--- src/rtl/mem_io_ctrl.sv ---
// mem_io_ctrl: memory/IO controller between a CPU data port, a word-wide data RAM,
// a keyboard scan-code FIFO and an LED register.
//
// Ports:
//   clk        - sole clock, rising edge
//   rst        - asynchronous active-low reset
//   cpu_req    - CPU access request, held until cpu_ready
//   cpu_wren   - 1 = write, 0 = read
//   cpu_addr   - byte address (bits [1:0] ignored)
//   cpu_wdata  - store data
//   cpu_rdata  - load data, held until the next completion
//   cpu_ready  - one-cycle completion pulse
//   ram_addr   - RAM word address
//   ram_wdata  - RAM write data
//   ram_we     - RAM write enable
//   ram_rdata  - RAM read data, one cycle after ram_addr
//   kbd_valid  - scan-code strobe
//   kbd_data   - scan code
//   led        - LED register
//
// Address map: 0x0000-0x0FFF RAM, 0x1000 KBD_STATUS, 0x1004 KBD_DATA (pop),
// 0x1008 LED; every other address reads 0 and ignores writes.
module mem_io_ctrl #(
  parameter int RAM_AW      = 10,
  parameter int KFIFO_DEPTH = 8
) (
  input  logic              clk,
  input  logic              rst,
  input  logic              cpu_req,
  input  logic              cpu_wren,
  input  logic [31:0]       cpu_addr,
  input  logic [31:0]       cpu_wdata,
  output logic [31:0]       cpu_rdata,
  output logic              cpu_ready,
  output logic [RAM_AW-1:0] ram_addr,
  output logic [31:0]       ram_wdata,
  output logic              ram_we,
  input  logic [31:0]       ram_rdata,
  input  logic              kbd_valid,
  input  logic [7:0]        kbd_data,
  output logic [31:0]       led
);

  typedef enum logic [1:0] {IDLE, ACCESS, WAIT, DONE} StateT;

  StateT             r_state;
  StateT             w_nextState;
  logic [31:2]       r_addr;
  logic [31:0]       r_wdata;
  logic              r_wren;
  logic [RAM_AW-1:0] r_ramAddr;
  logic [31:0]       r_ramWdata;
  logic [31:0]       r_rdata;
  logic [31:0]       r_led;
  logic [7:0]        r_fifo [KFIFO_DEPTH];
  logic [2:0]        r_wrPtr;
  logic [2:0]        r_rdPtr;
  logic [3:0]        r_count;
  logic              r_overflow;

  logic        w_isRam;
  logic        w_isStatus;
  logic        w_isData;
  logic        w_isLed;
  logic        w_accept;
  logic        w_accRead;
  logic        w_full;
  logic        w_pop;
  logic        w_push;
  logic        w_ovfSet;
  logic        w_ovfClr;
  logic [31:0] w_ioRdata;
  logic        w_unusedAddrBits;

  // Byte-lane bits carry no meaning for word accesses.
  assign w_unusedAddrBits = ^cpu_addr[1:0];

  // Decode is done on the latched address so it is stable for the whole access.
  assign w_isRam    = (r_addr[31:12] == 20'h0);
  assign w_isStatus = (r_addr == 30'h400);
  assign w_isData   = (r_addr == 30'h401);
  assign w_isLed    = (r_addr == 30'h402);

  assign w_accept  = (r_state == IDLE) && cpu_req;
  assign w_accRead = (r_state == ACCESS) && !r_wren;
  assign w_full    = (r_count == 4'(KFIFO_DEPTH));

  // A pop frees a slot on the same edge, so a push into a full FIFO is
  // accepted (and does not overflow) when it coincides with a pop.
  assign w_pop    = w_accRead && w_isData && (r_count != 4'd0);
  assign w_push   = kbd_valid && (!w_full || w_pop);
  assign w_ovfSet = kbd_valid && w_full && !w_pop;
  assign w_ovfClr = w_accRead && w_isStatus;

  assign cpu_ready = (r_state == DONE);
  assign cpu_rdata = r_rdata;
  assign ram_we    = (r_state == ACCESS) && r_wren && w_isRam;
  assign ram_addr  = r_ramAddr;
  assign ram_wdata = r_ramWdata;
  assign led       = r_led;

  always_ff @(posedge clk or negedge rst) begin
    if (!rst) r_state <= IDLE;
    else      r_state <= w_nextState;
  end

  always_comb begin
    w_nextState = r_state;
    case (r_state)
      IDLE:    if (cpu_req) w_nextState = ACCESS;
      ACCESS:  w_nextState = (w_isRam && !r_wren) ? WAIT : DONE;
      WAIT:    w_nextState = DONE;
      DONE:    w_nextState = IDLE;
      default: w_nextState = IDLE;
    endcase
  end

  // Read value for the I/O window; unmapped addresses fall through to 0.
  always_comb begin
    w_ioRdata = 32'h0;
    if (w_isStatus)
      w_ioRdata = {26'h0, r_overflow, r_count, (r_count != 4'd0)};
    else if (w_isData && (r_count != 4'd0))
      w_ioRdata = {24'h0, r_fifo[r_rdPtr]};
    else if (w_isLed)
      w_ioRdata = r_led;
  end

  // The RAM-side address/data only change when a RAM request is accepted,
  // so they stay put during I/O traffic.
  always_ff @(posedge clk or negedge rst) begin
    if (!rst) begin
      r_addr     <= '0;
      r_wdata    <= '0;
      r_wren     <= 1'b0;
      r_ramAddr  <= '0;
      r_ramWdata <= '0;
    end else if (w_accept) begin
      r_addr  <= cpu_addr[31:2];
      r_wdata <= cpu_wdata;
      r_wren  <= cpu_wren;
      if (cpu_addr[31:12] == 20'h0) begin
        r_ramAddr  <= cpu_addr[RAM_AW+1:2];
        r_ramWdata <= cpu_wdata;
      end
    end
  end

  // Load data is captured once per read and held until the next read completes.
  always_ff @(posedge clk or negedge rst) begin
    if (!rst) begin
      r_rdata <= '0;
      r_led   <= '0;
    end else begin
      if (w_accRead && !w_isRam)
        r_rdata <= w_ioRdata;
      else if (r_state == WAIT)
        r_rdata <= ram_rdata;
      if ((r_state == ACCESS) && r_wren && w_isLed)
        r_led <= r_wdata;
    end
  end

  always_ff @(posedge clk) begin
    if (w_push) r_fifo[r_wrPtr] <= kbd_data;
  end

  // Overflow is sticky; a new overflow on the clearing edge takes priority.
  always_ff @(posedge clk or negedge rst) begin
    if (!rst) begin
      r_wrPtr    <= 3'd0;
      r_rdPtr    <= 3'd0;
      r_count    <= 4'd0;
      r_overflow <= 1'b0;
    end else begin
      if (w_push) r_wrPtr <= r_wrPtr + 3'd1;
      if (w_pop)  r_rdPtr <= r_rdPtr + 3'd1;
      if (w_push && !w_pop)      r_count <= r_count + 4'd1;
      else if (w_pop && !w_push) r_count <= r_count - 4'd1;
      if (w_ovfSet)      r_overflow <= 1'b1;
      else if (w_ovfClr) r_overflow <= 1'b0;
    end
  end

endmodule

--- config.mk ---
export PLATFORM = sky130hd
export DESIGN_NAME = mem_io_ctrl
export DESIGN_NICKNAME = d
export VERILOG_FILES = /design/src/rtl/mem_io_ctrl.sv
export SDC_FILE = /design/constraint.sdc
export NUM_CORES = 1
export LEC_CHECK = 0
export BUFFER_PORTS_ARGS = -buffer_cell sky130_fd_sc_hd__buf_2
export CORE_MARGIN = 5
export CORE_UTILIZATION = 50
export CTS_CLUSTER_SIZE = 12
export DETAILED_ROUTE_END_ITERATION = 10
export MAX_ROUTING_LAYER = met4
export PLACE_DENSITY = 0.74
export SYNTH_ARGS = -nofsm -noshare
export SYNTH_HDL_FRONTEND = slang
export SYNTH_SLANG_ARGS = --single-unit
--- constraint.sdc ---
create_clock -name clk -period 5.01 [get_ports clk]
set_input_delay 0.501 -clock clk [delete_from_list [all_inputs] [get_ports clk]]
set_output_delay 0.501 -clock clk [all_outputs]
set_load 0.03 [all_outputs]
==> results.txt, run 1 <==
Status -> finished, final reports clean
Finish-stage setup viols -> 0
DP HPWL -> 15900 um
Routed len/inst -> 20.1 um
EDFF count, synth -> 64
Core Footprint -> 20100 sq um
Critical Path RT -> 5.41 ns
Maximum clock insertion buffer count -> 3
H-tree Lvls -> 1
RSZ-0062 raised after global routing -> false
Maxcap violations -> 0
CP peak stage delay -> 0.42 ns
Worst-Margin Slew -> 1.07 ns
Initial DRC count -> 341
Net Count, Synth -> 752
Cts repair resizes -> 0
Register bit total from synthesis -> 246
Syn Area/Cell -> 16.1 sq um
Relative slew slack -> 29.0%
Crit Path Class -> reg2reg
Post-layout nets -> 977
Period minus WS final -> 3.33 ns
Die H -> 152 um
CP top delay family -> simple AND/OR/NAND/NOR gates
Initial antenna violation count -> 2
Total wire length -> 23100 um
Area leader, netlist -> dfrtp_1
Placement Rows -> 52
Num ports -> 217
Via count -> 6204
Area Growth Syn to Fin -> 21.8%
Peak supply drop -> 0.329 mV
Most frequent cells in the layout -> 213 x buf_2, 182 x dfrtp_1, 148 x mux2_2
Tcrit/Tclk final -> 66.5%
Initial Util -> 50.5%
Clk slew on worst S/H paths -> 0.06 ns
Synth top area share -> 44.9%
Overflow after GRT -> 0
Root buffer cell -> clkbuf_16
CP startpoint kind -> flip-flop
Num Clock Sinks -> 246
Full die area -> 23200 sq um
IO buf count -> 214
Final Hold Slack -> 0.122 ns
DR pass1 iterations -> 4
Post-CTS setup buffers -> 0
Largest net degree at the start of global routing -> 115
GR Util All Layers -> 20.3%
Slowest-stage cell, CP -> nor4_1
Commonest register cell after synthesis -> dfrtp_1
Unique masters post-synth -> 51
Slew Viols, Final -> 0
Layout Utilization -> 61.5%
P per Cell Area -> 504 nW/um^2
First-pass GRT wire length -> 37000 um
Synth Cell Area -> 10100 sq um
CP bufs+invs -> 4
Syn Inst Count -> 632
Via density -> 5.41
Yosys warnings -> 0
LEAKAGE -> 0.00566 uW
Crit-path cells -> inv_1, ha_1, nor2b_1, nand3_1, nor4_1, o21ai_0, buf_4, inv_1, ha_1, inv_1, ha_1, a21o_1, a21oi_1, xnor2_1, nor2_1, xor2_1
DP Area -> 11500 sq um
Inserted Clock Buffers -> 26
GP Congestion -> 0.823
Sequential area share after synthesis -> 63.8%
Post-synth ARST share -> 74.0%
Clock latency on the worst-skew pair -> 0.52 ns
Final Hold Viols -> 0
Fin Setup TNS -> 0 ns
CTS tree -> yes
Worst EP arrival -> 3.73 ns
Vias in the first global route -> 6677
Antenna viol nets, final -> 0
Largest cells by area after synthesis -> dfrtp_1 45%, edfxtp_1 19%, mux2_2 16%, mux4_2 3.6%, mux2i_1 3.0%
Worst Setup End Kind -> flip-flop
Commonest non-fill, non-tap cell in the layout -> buf_2
Share of cells above drive strength 1 -> 50.3%
DIE WIDTH -> 152 um
Pwr Total -> 6230 uW
F_max -> 300 MHz
Finished Cell Area -> 12400 sq um
Hold buffers post-CTS -> 0
Worst Clk Skew -> 0.0141 ns
Worst min path class -> in2async
Maximum fanout along the worst path -> 11
Remaining DRCs -> 0
==> power by group <==
group	switching, uW	leakage (uW)	total (uW)	internal (uW)
Sequential	301	0.00293	2850	2550
Clock	734	0.000400	1840	1110
Combinational	823	0.00232	1540	715
==> cell usage after synthesis (all sizes together), types with 8 or more instances <==
master	count
dfrtp	182
nor2	8
mux4	16
ha	10
o21ai	11
nand2	12
edfxtp	64
mux2	148
buf	16
o2bb2ai	24
nor4	17
mux2i	30
clkbuf	18
==> through the flow <==
stage | instances | worst slack (ns)
after floorplan | 632 | 1.94
after global placement | 1099 | 1.73
after detailed placement | 1099 | 1.68
after CTS | 1144 | 1.68
after global routing | 1146 | 1.42
final | 1146 | 1.68
==> cell families after synthesis <==
group,after synthesis,synth area share (%)
compound gates,59,4.50
xor+xnor,8,0.690
fa+ha+maj,11,1.43
buf+inv,41,1.94
flops,246,63.8
mux,194,22.9
simple gates,73,4.71
==> registers in the layout (all words and copies together), names as in the netlist, 3 cells and up <==
| signal | cells |
|---|---|
| led | 32 |
| r_addr | 30 |
| r_wrPtr | 3 |
| ram_addr | 10 |
| r_count | 4 |
| ram_wdata | 32 |
| r_fifo | 64 |
| cpu_rdata | 32 |
| r_rdPtr | 3 |
| r_wdata | 32 |
==> path summary, 6_finish.rpt <==
| kind | cells past startpoint | end | startpoint | slack [ns] |
|---|---|---|---|---|
| max in group asynchronous | 2 | r_addr[18] | rst | 3.84 |
| min in group clk | 2 | r_wdata[2] | cpu_wdata[2] | 0.23 |
| worst max-delay path | 16 | r_count[3] | r_state[1] | 1.68 |
| worst min register to register | 1 | led[26] | r_wdata[26] | 0.50 |
| worst min-delay path | 1 | cpu_rdata[11] | rst | 0.12 |
| worst max register to register | 16 | r_count[3] | r_state[1] | 1.68 |
==> area by class of cell <==
type	count	area (sq um)
antenna	2	5.00
clock buffer	40	776
clock inverter	5	46.3
fill	1513	7740
inverter	7	26.3
multi-input combinational	345	3490
sequential	246	6480
tap	270	338
timing repair buffer	231	1200
==> layer usage <==
metal / wire length, um / global-route usage (%) / part of all wire, % / vias up
met5: 0 / - / 0 / -
met4: 614 / 5.77 / 2.7 / 0
met3: 1310 / 4.15 / 5.7 / 47
met2: 11200 / 32.6 / 48 / 178
met1: 9970 / 26.6 / 43 / 3122
li1: - / - / - / 2857
No activity file was read; power rests on OpenSTA's default activity.
==> run 2, diff against run 1 <==
Settings changed: ABC_AREA set to 1, PLACE_DENSITY 0.74 to 0.76.
Clock period 5.01 ns to 2.7 ns, I/O delays scaled along.
==> run 2 against run 1 <==
Compared with the run above: clock power grew 79%; largest power group unchanged; first-iteration DRC count up 74%; critical path type unchanged; wire length increased by 18%; non-clock buffer count is 31 higher; final area rose by 7.6%; critical path depth grew 3; maximum frequency grew 33%; worst setup slack worse by 1.5 ns.
==> results.txt, run 2 <==
Status -> finished, final reports clean
Fin Setup TNS -> 0 ns (unchanged)
Routed len/inst -> 15.5 um (-23%)
Area Growth Syn to Fin -> 22.2%
Finish-stage setup viols -> 0 (unchanged)
Antenna viol nets, final -> 0 (unchanged)
Multiplexer share of the synthesized area -> 0.932% (-22 points)
Sequential area share after synthesis -> 59.5% (-4.3 points)
Worst Setup End Kind -> flip-flop
Maxcap violations -> 0 (unchanged)
Worst EP arrival -> 2.91 ns (-0.82 ns)
Most frequent cell after synthesis -> nand2_1
Largest cells by area after synthesis -> dfrtp_1 42%, edfxtp_1 18%, nand2_1 15%, o21ai_0 5.5%, inv_1 5.3%
Setup slack after layout -> 0.193 ns (-1.49 ns)
Initial Util -> 50.3% (-0.17 points)
Net Sw Power -> 4230 uW (+130%)
Remaining DRCs -> 0 (unchanged)
Overflow after GRT -> 0 (unchanged)
CP startpoint kind -> flip-flop
Via count -> 8692 (+40%)
Switching portion of total power -> 34.9% (+5.1 points)
CTS tree -> yes
Slew Viols, Final -> 0 (unchanged)
Critical register-to-register path endpoint -> r_count[3]
Unique masters post-synth -> 31 (-39%)
Post-synth ARST share -> 74.0% (unchanged)
Full die area -> 24800 sq um (+6.7%)
Num Clock Sinks -> 246 (unchanged)
Power share of the combinational group -> 29.8% (+5.1 points)
HP Start -> cpu_wdata[23]
Tcrit/Tclk final -> 92.9% (+26 points)
Worst-Margin Slew -> 0.931 ns (-0.134 ns)
Hold worst-path end -> ram_wdata[23]
Initial antenna violation count -> 3 (+1)
Pwr Total -> 12100 uW (+95%)
LEAKAGE -> 0.00697 uW (+23%)
DIE WIDTH -> 158 um (+3.3%)
Period minus WS final -> 2.51 ns (-0.823 ns)
P per Cell Area -> 913 nW/um^2 (+81%)
Net Count, Synth -> 1348 (+79%)
Post-Synth Adder-Cell Area -> 1.33% (-0.096 points)
Peak supply drop -> 0.481 mV (+46%)
Synth Area in Simple Gates -> 21.2% (+17 points)
EDFF count, synth -> 64 (unchanged)
Synth top area share -> 41.9% (-3.0 points)
Vias in the first global route -> 8610 (+29%)
Crit Path Class -> reg2reg
Final Hold Slack -> 0.0173 ns (-0.104 ns)
Worst min path class -> in2reg
Syn Inst Count -> 1228 (+94%)
GP Congestion -> 0.886 (+7.6%)
Max reg flops -> 64 (unchanged)
Yosys warnings -> 0 (unchanged)
Pint -> 7910 uW (+81%)
Initial DRC count -> 595 (+74%)
Clock power share -> 27.2% (-2.3 points)
IO buf count -> 214 (unchanged)
Most flops, register -> r_fifo
Total wire length -> 27200 um (+18%)
WHS Path Cells -> 3
Worst R2R Setup Slack -> 0.19 ns (-1.49 ns)
H-tree Lvls -> 1 (unchanged)
Maximum clock insertion buffer count -> 3 (unchanged)
Largest family of logic cells by synthesized area -> simple AND/OR/NAND/NOR gates
Num ports -> 217 (unchanged)
Post-layout nets -> 1581 (+62%)
GR Util All Layers -> 22.4% (+2.2 points)
Core Footprint -> 21600 sq um (+7.5%)
Syn Area/Cell -> 8.86 sq um (-45%)
Area leader, netlist -> dfrtp_1
Inserted Clock Buffers -> 26 (unchanged)
F_max -> 399 MHz (+33%)
Commonest non-fill, non-tap cell in the layout -> nand2_1
Via density -> 4.94 (-8.7%)
Critical Path RT -> 3.10 ns (-2.31 ns)
Sequential Power Share -> 43.0% (-2.8 points)
Clk slew on worst S/H paths -> 0.06 ns (about the same)
Xor and xnor area share after synthesis -> 0.483% (-0.21 points)
Maximum fanout along the worst path -> 3 (-8)
Commonest register cell after synthesis -> dfrtp_1
Worst reg2reg path depth -> 19 (+3)
Crit Reg-Reg Startpoint -> r_addr[12]
Relative slew slack -> 37.9% (+9.0 points)
First-pass GRT wire length -> 43600 um (+18%)
Register bit total from synthesis -> 246 (unchanged)
Share of cells above drive strength 1 -> 23.2% (-27 points)
Placement Rows -> 54 (+3.8%)
Synth Cell Area -> 10900 sq um (+7.2%)
Clock latency on the worst-skew pair -> 0.52 ns (about the same)
Root buffer cell -> clkbuf_16
Largest net degree at the start of global routing -> 85 (-26%)
Synth Area in Compound Gates -> 8.56% (+4.1 points)
Final Hold Viols -> 0 (unchanged)
Worst Clk Skew -> 0.00631 ns (-0.00783 ns)
DP HPWL -> 19000 um (+19%)
Synth cell count leaders -> 439 x nand2_1, 182 x dfrtp_1, 154 x inv_1
DR pass1 iterations -> 5 (+1)
Die H -> 158 um (+3.3%)
Most frequent cells in the layout -> 435 x nand2_1, 213 x buf_2, 182 x dfrtp_1
Place WS -> 0.00230 ns (-1.68 ns)
[run 2: final cells by class]
cell class | count | area, sq um
Fill cell | 1824 | 8330
Sequential cell | 246 | 6480
Multi-Input combinational cell | 770 | 3600
Timing Repair Buffer | 262 | 1500
Clock buffer | 36 | 751
Inverter | 155 | 582
Tap cell | 280 | 350
Clock inverter | 6 | 30.0
Antenna cell | 4 | 10.0
[run 2: kinds of logic after synthesis]
family | Yosys count
adder cells (fa/ha/maj) | 11
XOR/XNOR | 6
flip-flops | 246
buffers and inverters | 212
AND/OR/NAND/NOR | 575
AO/OA/AOI/OAI | 169
multiplexers | 9
[run 2: worst max path at each step]
stage | startpoint | end | slack, ns | depth (start not counted)
finish | r_addr[12] | r_count[3] | 0.19 | 19
global route | r_addr[12] | r_count[3] | -0.03 | 19
global placement | r_addr[17] | r_count[3] | 0.06 | 18
CTS | r_addr[17] | r_count[3] | 0.04 | 18
detailed placement | r_addr[17] | r_count[3] | 0.002 | 18
floorplan | r_state[1] | r_count[3] | 0.06 | 17
[run 2: per-stage QoR]
stage | cells | utilization, % | instance area [sq um]
floorplan | 1228 | - | 10900
global placement | 1699 | 57.0 | 12300
detailed placement | 1699 | 57.0 | 12300
CTS | 1749 | 61.0 | 13200
global route | 1758 | 61.5 | 13300
finish | 1759 | 61.5 | 13300
[run 2: metal layers]
metal / GRT usage, % / vias to the layer above / part of all wire [%]
li1: - / 4347 / -
met1: 31.9 / 4022 / 46
met2: 33.7 / 268 / 46
met3: 2.89 / 55 / 5.1
met4: 7.46 / 0 / 3.3
met5: - / - / 0
[run 2: critical path, cell delays in order (launching register included)]
cell     delay (ns)
dfrtp_1        0.36
inv_1          0.06
nor2_1         0.11
nand2_1        0.10
nor2_4         0.15
nand3_2        0.10
nor2_4         0.14
nand2_2        0.07
nand2_2        0.08
nand2_2        0.05
inv_1          0.06
ha_2           0.18
inv_2          0.05
ha_1           0.26
a21o_1         0.17
a21oi_2        0.15
nand2_1        0.06
nand2_1        0.05
nor2_1         0.05
xor2_1         0.13
[run 2: what timing repair did]
action	4_1_cts	5_1_grt
hold endpoints to repair	67	0
resized for setup	1	16
endpoints found under the setup margin	1	1
pin swaps	0	12
cloned	0	0
hold buffers	8	0
setup buffers	0	6
[run 2: power groups by stage]
stage / sequential (uW) / clock (uW) / combinational (uW)
after floorplan: 5630 / 0 / 1960
after global placement: 5220 / 0 / 3420
after detailed placement: 5270 / 0 / 3510
after CTS: 5210 / 3360 / 3550
after global routing: 5320 / 3510 / 4090
final: 5220 / 3300 / 3620
==> run 3, diff against run 2 <==
Settings changed: CORE_UTILIZATION 50 to 30, CTS_CLUSTER_DIAMETER set to 50, PLACE_DENSITY 0.76 to not set, SLEW_MARGIN set to 20.
==> run 3 against run 2 <==
Compared with the run above: wire length up 15%; critical path type unchanged; sequential share of layout area shrank 3.8 points; largest power group unchanged; sequential power about the same; utilization is 21 points lower; first-iteration DRC count is 27% lower; clock skew up 0.0038 ns; combinational power rose by 4%; non-clock buffer count rose by 65; clock-buffer cell count up 5; global-route usage fell by 6.9 points; clock power up 24%.
==> results.txt, run 3 (synthesis results as in run 2) <==
Status -> finished, final reports clean
Multi-input gate area -> 3600 sq um (about the same)
Cell count after placement -> 1888 (+11%)
Fillers -> 3540 (+94%)
Pint -> 8570 uW (+8.3%)
Sequential Power Share -> 39.8% (-3.2 points)
Crit Path Class -> reg2reg
Switching portion of total power -> 34.5% (-0.40 points)
Clock power share -> 31.3% (+4.1 points)
DP Area -> 12600 sq um (+2.4%)
Most frequent cells in the layout -> 435 x nand2_1, 213 x buf_2, 182 x dfrtp_1
Num ports -> 217 (unchanged)
Total wire length -> 31300 um (+15%)
Maximum clock insertion buffer count -> 3 (unchanged)
Commonest non-fill, non-tap cell in the layout -> nand2_1
Placement Rows -> 69 (+28%)
GR Util All Layers -> 15.5% (-6.9 points)
Remaining DRCs -> 0 (unchanged)
Finish-stage setup viols -> 0 (unchanged)
LEAKAGE -> 0.00736 uW (+5.7%)
Clock latency on the worst-skew pair -> 0.55 ns (+0.03 ns)
Period minus WS final -> 2.54 ns (+0.0280 ns)
Share of cells above drive strength 1 -> 23.6% (+0.38 points)
Worst Setup End Kind -> flip-flop
Root buffer cell -> clkbuf_16
Slowest-stage cell, CP -> dfrtp_1
H-tree Lvls -> 1 (unchanged)
Via count -> 8901 (+2.4%)
IO buf count -> 214 (unchanged)
P per Cell Area -> 907 nW/um^2 (-0.64%)
Inserted Clock Buffers -> 31 (+19%)
Met3 Usage GRT -> 2.23% (-0.66 points)
Most flops, register -> r_fifo
CP startpoint kind -> flip-flop
Antenna viol nets, final -> 0 (unchanged)
Crit path top cell by count -> nand2_1
Clk slew on worst S/H paths -> 0.06 ns (about the same)
Net Sw Power -> 4510 uW (+6.5%)
Tcrit/Tclk final -> 93.9% (+1.0 points)
HP Start -> cpu_addr[21]
Peak supply drop -> 0.492 mV (+2.3%)
Power share of the combinational group -> 28.9% (-0.9 points)
Worst-Margin Slew -> 0.634 ns (-0.297 ns)
DP HPWL -> 21600 um (+14%)
Largest net degree at the start of global routing -> 114 (+34%)
Overflow after GRT -> 0 (unchanged)
Full die area -> 40200 sq um (+62%)
Initial DRC count -> 437 (-27%)
Non-filler cells, final -> 2015 (+15%)
GP Congestion -> 0.865 (-2.3%)
Worst Clk Skew -> 0.0101 ns (+0.00382 ns)
Area Growth Syn to Fin -> 32.4%
Slew Viols, Final -> 0 (unchanged)
Maximum fanout along the worst path -> 3 (unchanged)
Die H -> 200 um (+27%)
Crit Reg-Reg Startpoint -> r_addr[6]
Initial antenna violation count -> 1 (-2)
Max reg flops -> 64 (unchanged)
Crit path from -> r_addr[6]
Post-layout nets -> 1651 (+4.4%)
Relative slew slack -> 57.6% (+20 points)
Worst EP arrival -> 2.97 ns (+0.06 ns)
Pwr Total -> 13100 uW (+7.7%)
Global routing's busiest layer -> met2
Via density -> 4.42 (-11%)
Layout Utilization -> 40.4% (-21 points)
Crit-path cells -> nor2_2, nand2_2, nor2_4, nand3_2, nor2_4, nand2_2, nand2_1, nand2_1, inv_1, ha_2, inv_2, ha_1, a21o_1, a21oi_2, nand2_1, nand2_1, nor2_1, xor2_1
CP peak stage delay -> 0.39 ns (+0.03 ns)
Met2 usage -> 24.1% (-9.6 points)
First-pass GRT wire length -> 49300 um (+13%)
DR pass1 iterations -> 5 (unchanged)
F_max -> 394 MHz (-1.1%)
Vias in the first global route -> 8902 (+3.4%)
Core Footprint -> 35700 sq um (+65%)
CTS tree -> yes
Critical Path RT -> 3.13 ns (+0.03 ns)
Met1 usage -> 21.4% (-11 points)
Finished Cell Area -> 14400 sq um (+8.4%)
Maxcap violations -> 0 (unchanged)
Routed len/inst -> 15.5 um (+0.31%)
Num Clock Sinks -> 246 (unchanged)
DIE WIDTH -> 200 um (+27%)
Register Area -> 6480 sq um (unchanged)
Final Hold Viols -> 0 (unchanged)
Worst min path class -> in2reg
Initial Util -> 30.5% (-20 points)
-- run 3: changes by cell type in the layout (fill, tap and decap cells not counted), moves of 2 or more --
cell,delta
buf_4,+6
bufinv_16,+2
clkbuf_16,+4
clkbuf_8,+2
clkinv_2,-3
clkinv_4,+2
clkinvlp_4,+2
diode_2,-3
dlygate4sd3_1,+58
inv_6,+4
nor2_1,-3
nor2_2,+4
-- run 3: per-layer routing --
| layer | part of all wire, % | vias up | wire, um |
|---|---|---|---|
| li1 | - | 4493 | - |
| met1 | 48 | 4145 | 15000 |
| met2 | 45 | 216 | 14200 |
| met3 | 4.2 | 47 | 1310 |
| met4 | 2.5 | 0 | 794 |
| met5 | 0 | - | 0 |
-- run 3: final timing paths --
path                                 end  slack (ns)  depth (start not counted)
max reg2reg                   r_count[3]        0.16                         18
min in group asynchronous  cpu_rdata[24]        0.30                          2
max in group asynchronous    r_wdata[27]        1.44                          4
min                           r_addr[21]        0.03                          3
max                           r_count[3]        0.16                         18
min reg2reg                   r_addr[26]        0.47                          2
-- run 3: layout make-up --
class / count / area share (%)
repair buffers: 327 / 14.9
well taps: 461 / 4.00
clock buffers: 41 / 6.07
flip-flops and latches: 246 / 44.9
clock inverters: 14 / 1.07
multi-input cells: 770 / 25.0
inverters: 155 / 4.04
diodes: 1 / 0.0174
-- run 3: power by group through the flow --
stage | Clock (uW) | Combinational [uW] | Sequential (uW)
6_report | 4090 | 3780 | 5200
5_1_grt | 4370 | 4280 | 5310
4_1_cts | 4230 | 3730 | 5190
3_5_place_dp | 0 | 3640 | 5250
3_3_place_gp | 0 | 3570 | 5210
2_1_floorplan | 0 | 1960 | 5630
-- run 3: timing repair --
action,4_1_cts,5_1_grt
hold buffers,66,0
resized for setup,0,19
endpoints found under the hold margin,190,0
setup buffers,0,5
endpoints found under the setup margin,0,2
-- run 3: stage by stage --
stage | TNS (ns) | setup slack (ns) | hold slack, ns
floorplan | 0 | 0.0602 | -0.0256
global placement | 0 | 0.127 | 0.336
detailed placement | 0 | 0.0153 | 0.336
CTS | 0 | 0.00714 | 0.00104
global route | -0.0345 | -0.0345 | 0.0148
finish | 0 | 0.165 | 0.0270
-- run 3: critical path, delay by kind of cell (launching register included) --
family                   cells  cell delay (ns)
XOR/XNOR                     1             0.13
buffers and inverters        2             0.11
adder cells (fa/ha/maj)      2             0.46
flip-flops                   1             0.39
AND/OR/NAND/NOR             11             0.99
AO/OA/AOI/OAI                2             0.34
